`src/rtl/otbn_mac_bignum_seq.sv`:
```
// otbn_mac_bignum_seq: sequences 16 MULQACC steps on the bignum MAC to form a 256x256->512 product
// Ports: clk_i/rst_i clock and async reset; start_i/abort_i control; operand_a_i/operand_b_i latched on start;
//        ispr_acc_wr_en_i stalls the sequence; mac_operation_o/mac_en_o drive the MAC; mac_result_i is the
//        MAC adder output; busy_o/done_o status; result_o is the 512-bit product.
package otbn_pkg;
  parameter int WLEN = 256;
  typedef struct packed {
    logic [WLEN-1:0] operand_a;
    logic [WLEN-1:0] operand_b;
    logic [1:0]      operand_a_qw_sel;
    logic [1:0]      operand_b_qw_sel;
    logic            wr_hw_sel_upper;
    logic [1:0]      pre_acc_shift_imm;
    logic            zero_acc;
    logic            shift_acc;
  } mac_bignum_operation_t;
endpackage

module otbn_mac_bignum_seq
  import otbn_pkg::*;
(
  input  logic                  clk_i,
  input  logic                  rst_i,
  input  logic                  start_i,
  input  logic                  abort_i,
  input  logic [WLEN-1:0]       operand_a_i,
  input  logic [WLEN-1:0]       operand_b_i,
  input  logic                  ispr_acc_wr_en_i,
  output mac_bignum_operation_t mac_operation_o,
  output logic                  mac_en_o,
  input  logic [WLEN-1:0]       mac_result_i,
  output logic                  busy_o,
  output logic                  done_o,
  output logic [2*WLEN-1:0]     result_o
);
  localparam int QWLEN = WLEN / 4;
  // {a_qw_sel, b_qw_sel, shift} per step, column-by-column schoolbook order
  localparam logic [15:0][4:0] step_tbl = {
    5'b11110, 5'b11101, 5'b10111, 5'b11010, 5'b10100, 5'b01110, 5'b11001, 5'b10011,
    5'b01101, 5'b00111, 5'b10000, 5'b01010, 5'b00100, 5'b01001, 5'b00011, 5'b00000
  };
  typedef enum logic [1:0] {IDLE, RUN, DONE} state_t;
  state_t state, state_nx;
  logic [3:0] step;
  logic [WLEN-1:0] op_a, op_b;
  logic [2*WLEN-1:0] result;
  logic run, so, cap;
  logic [1:0] slot;
  logic [4:0] ent;
  logic unused_hi;
  assign unused_hi = ^mac_result_i[WLEN-1:2*QWLEN];
  assign result_o = result;
  always_ff @(posedge clk_i or posedge rst_i)
    if (rst_i) state <= IDLE;
    else state <= state_nx;
  always_comb
    state_nx = (state == IDLE) ? (start_i ? RUN : IDLE)
             : (state == RUN)  ? (abort_i ? IDLE : (mac_en_o && step == 4'd15) ? DONE : RUN)
             : IDLE;
  always_comb begin
    run = state == RUN;
    ent = step_tbl[step];
    so = step == 4'd2 || step == 4'd9 || step == 4'd14;
    mac_en_o = run & ~ispr_acc_wr_en_i;
    busy_o = run;
    done_o = state == DONE;
    cap = mac_en_o && (so || step == 4'd15);
    slot = step == 4'd2 ? 2'd0 : step == 4'd9 ? 2'd1 : step == 4'd14 ? 2'd2 : 2'd3;
    mac_operation_o = run ? mac_bignum_operation_t'{
      operand_a: op_a, operand_b: op_b,
      operand_a_qw_sel: ent[4:3], operand_b_qw_sel: ent[2:1],
      wr_hw_sel_upper: 1'b0, pre_acc_shift_imm: {1'b0, ent[0]},
      zero_acc: step == 4'd0, shift_acc: so} : '0;
  end
  always_ff @(posedge clk_i or posedge rst_i)
    if (rst_i) begin
      step <= '0;
      op_a <= '0;
      op_b <= '0;
      result <= '0;
    end else if (state == IDLE && start_i) begin
      op_a <= operand_a_i;
      op_b <= operand_b_i;
      result <= '0;
      step <= '0;
    end else if (mac_en_o && !abort_i) begin
      step <= step + 4'd1;
      if (cap) result[int'(slot)*2*QWLEN +: 2*QWLEN] <= mac_result_i[2*QWLEN-1:0];
    end
  assert property (@(posedge clk_i) disable iff (rst_i) !(mac_en_o && ispr_acc_wr_en_i));
  assert property (@(posedge clk_i) disable iff (rst_i) mac_en_o |-> !$isunknown(mac_operation_o));
endmodule

```
`config.mk`:
```
export PLATFORM = sky130hd
export DESIGN_NAME = otbn_mac_bignum_seq
export DESIGN_NICKNAME = d
export VERILOG_FILES = /design/src/rtl/otbn_mac_bignum_seq.sv
export SDC_FILE = /design/constraint.sdc
export NUM_CORES = 2
export LEC_CHECK = 0
export BUFFER_PORTS_ARGS = -buffer_cell sky130_fd_sc_hd__buf_2
export CELL_PAD_IN_SITES_DETAIL_PLACEMENT = 0
export CELL_PAD_IN_SITES_GLOBAL_PLACEMENT = 1
export CORE_AREA = 2 2 702 704
export CTS_CLUSTER_SIZE = 24
export DETAILED_ROUTE_END_ITERATION = 8
export DIE_AREA = 0 0 704 706
export GPL_TIMING_DRIVEN = 0
export PLACE_DENSITY = 0.32
export RECOVER_POWER = 100
export SETUP_SLACK_MARGIN = 0.15
export SYNTH_ARGS = -nofsm -noshare
export SYNTH_HDL_FRONTEND = slang
export SYNTH_SLANG_ARGS = --single-unit
```
`constraint.sdc`:
```
create_clock -name clk_i -period 51.3 [get_ports clk_i]
set_input_delay 2.565 -clock clk_i [delete_from_list [all_inputs] [get_ports clk_i]]
set_output_delay 2.565 -clock clk_i [all_outputs]
set_load 0.03 [all_outputs]
```
==> summary.md <==
| Metric | Value |
|---|---|
| Status | complete, but fails checks |
| Failing checks | capacitance limit, slew limit |
| Filler instances | 56544 |
| Fin crit share | 0.452 |
| Max Root-Sink Buffers | 4 |
| Die ar. | 0.497 mm2 |
| Fin Setup TNS | 0 ps |
| Setup Fix Bufs, Post-CTS | 0 |
| Final Hold Fails | 0 |
| Critical setup path kind | in2async |
| Sequential area share after synthesis | 0.610 |
| Setup Skew | 39.4 ps |
| Gpl congestion | 0.853 |
| Synthesized flop and latch total | 1030 |
| RR Startpoint | step[0] |
| Critical Path Source Type | input pin |
| Wire per inst | 28.3 um |
| Final net count | 6881 |
| Clock tree from TritonCTS | built |
| HPWL after DPL | 306000 um |
| Die height | 706 um |
| Reg clk slew, reported paths | 50 ps |
| P&R area growth vs syn | 48.8% |
| CTS resizes | 0 |
| GRT overflow | 0 |
| Vias per inst | 3.13 |
| Max VDD drop | 34.3 uV |
| Inst Count DP | 12414 |
| CTS Hold Bufs | 0 |
| Max-cap violation count | 21 |
| CTS buffer count | 156 |
| Port Buffers | 1678 |
| First-pass GRT wire length | 458000 um |
| FF-to-FF End | result_o[419] |
| Final WL | 361000 um |
| Initial antenna violation count | 209 |
| FF-to-FF path depth | 9 |
| Crit path arrival time | 22880 ps |
| Initial Utilization | 0.0864 |
| Register area | 0.0258 mm2 |
| Placed cell area | 0.0593 mm2 |
| Footprint of the multi-input gates | 0.0151 mm2 |
| Root buffer cell | clkbuf_16 |
| GRT Util Overall | 0.140 |
| Reg2reg setup slack | 46260 ps |
| Worst slew pin tran | 6420 ps |
| Clk sinks | 1030 |
| Pre-antenna DRT Iters | 6 |
| Final slew viol count | 1148 |
| Number of distinct library cells after synthesis | 35 |
| Finished Layout Cells | 12763 |
| Type of the tightest min-delay check | reg2reg |
| Violation count after the first detailed-route iteration | 2470 |
| Mapped cell area | 0.0423 mm2 |
| Pwr/cell area | 42.1 mW/mm2 |
| P_leak | 28.8 nW |
| Number of global-route vias before repair | 41190 |
| Fmax | 43.2 MHz |
| Slew headroom | -3.28 |
| Worst hold endpoint | op_a[156] |
| Num ports | 1809 |
| Core ar. | 0.489 mm2 |
| Clk_lat worst skew | 880 ps |
| Hold Crit Start | op_a[156] |
| Syn_area_per_cell | 9.97 um2 |
| Ratio of cells with drive above 1 in the final layout | 0.169 |
| Largest net degree at the start of global routing | 112 |
| Remaining DRCs | 0 |
| Htree depth | 4 |
| Nature of the critical path endpoint | async pin |
| Die Width | 704 um |
| Rows | 257 |
| DR vias | 40002 |
| Final setup viols | 0 |
| Synthesis Warnings | 0 |
| Fin area | 0.0629 mm2 |
| Required @ worst endpoint | 51010 ps |
| Worst hold stages | 2 |
| Worst-path fanout max | 105 |
| RSZ-0062 raised after global routing | false |
| Detail Route Antenna Nets | 0 |
| Gate Count Post-Synth | 4240 |
| Fin crit period | 23170 ps |
layout by cell type (no fill, tap or decap), types with 2 or more instances in the layout:
master	Yosys	routed
clkbuf_16	0	157
inv_1	9	8
o21ai_0	3	3
buf_4	2	2
clkbuf_8	0	26
nand2b_1	2	2
nand3_1	3	3
buf_2	80	805
clkinv_2	0	14
a2111oi_0	1	2
bufinv_16	0	9
nor3b_1	2	2
nor2_1	21	21
a22o_1	384	384
and2_1	514	400
conb_1	1	2
nand2_1	1801	1801
inv_6	0	7
mux2i_1	128	128
ha_1	11	11
and2_0	0	114
nor3_1	3	3
buf_12	0	3
clkinvlp_4	0	5
diode_2	0	72
clkbuf_1	206	1231
xnor2_1	3	3
a21oi_1	6	6
clkinv_4	0	4
clkbuf_2	0	7
inv_16	0	3
and3_1	2	2
dfrtp_1	1030	1030
clkinv_16	0	3
per-stage QoR:
step	hold slack, ps	power [mW]	worst slack [ps]	util
after CTS	468	2.75	43360	0.132
final	463	2.65	28130	0.129
after global routing	482	2.79	23930	0.128
after global placement	453	1.59	1290	0.120
after floorplan	437	1.26	19750	-
after detailed placement	454	1.59	44370	0.121
how the worst max path moves through the flow:
stage,end,startpoint
floorplan,op_a[0],rst_i
global placement,op_b[175],rst_i
detailed placement,mac_operation_o[146],state[1]
CTS,mac_operation_o[146],state[1]
global route,op_b[165],rst_i
finish,op_b[165],rst_i
metal layers:
layer  wire (um)  global-route usage  up-vias
li1            -                   -    17491
met4       10900              0.0357       64
met2      182000               0.251     1670
met1      135000               0.153    20280
met5         422                   0        -
met3       32800              0.0543      497
critical path, stage by stage:
cell	delay, ps
buf_2	100
clkinvlp_2	2610
clkbuf_1	4160
clkbuf_1	4500
clkbuf_1	4530
clkbuf_1	3770
synthesized netlist by cell type:
cell type / count / area [um2]
dfrtp_1: 1030 / 25800
a222oi_1: 1 / 10.0
xnor2_1: 3 / 26.3
nor3b_1: 2 / 15.0
nand2b_1: 2 / 12.5
a2111oi_4: 1 / 27.5
maj3_1: 1 / 10.0
nor4_1: 1 / 6.26
nor4b_2: 1 / 15.0
or4b_4: 1 / 13.8
nand3_1: 3 / 15.0
ha_1: 11 / 138
o31ai_1: 1 / 7.51
mux2i_1: 128 / 1280
a21oi_1: 6 / 30.0
nand4_1: 1 / 6.26
clkbuf_1: 206 / 773
a22o_1: 384 / 3360
nor2_1: 21 / 78.8
nor4b_1: 1 / 8.76
and2_1: 514 / 3220
a311oi_1: 1 / 8.76
inv_1: 9 / 33.8
a2111oi_0: 1 / 8.76
a221oi_1: 1 / 8.76
buf_6: 14 / 158
nor3_1: 3 / 15.0
nand2_1: 1801 / 6760
buf_4: 2 / 15.0
conb_1: 1 / 3.75
and3_1: 2 / 12.5
buf_2: 80 / 400
nor2b_1: 1 / 6.26
o21ai_0: 3 / 15.0
buf_1: 2 / 7.51
sequential cells by signal, indices dropped and copies added, names as in the netlist:
signal	count
op_a	256
result_o	512
state	2
op_b	256
step	4
power breakdown:
part           internal [mW]  total, mW  switching, mW
logic                  0.125      0.582          0.457
registers              0.898      0.951         0.0528
clock network          0.653       1.11          0.462
total                   1.68       2.65          0.972
layout make-up:
| type | instances | share of cell area |
|---|---|---|
| sequential | 1030 | 0.410 |
| multi-input combinational | 2898 | 0.240 |
| tap | 6475 | 0.129 |
| timing repair buffer | 1698 | 0.118 |
| clock buffer | 231 | 0.0710 |
| buffer | 304 | 0.0193 |
| clock inverter | 46 | 0.0102 |
| antenna | 72 | 0.00286 |
| inverter | 9 | 0.000557 |
cells by family after synthesis:
| kind of cell | count (synthesis) | share of synthesized area |
|---|---|---|
| and+or+nand+nor | 2354 | 0.241 |
| DFF | 1030 | 0.610 |
| AOI/OAI and AO/OA | 399 | 0.0823 |
| buffers and inverters | 313 | 0.0328 |
| muxes | 128 | 0.0303 |
| adders and majority gates | 12 | 0.00349 |
| xor gates and xnor gates | 3 | 0.000622 |
| other | 1 | 0.0000887 |
Power figures use the tool's default switching activity.
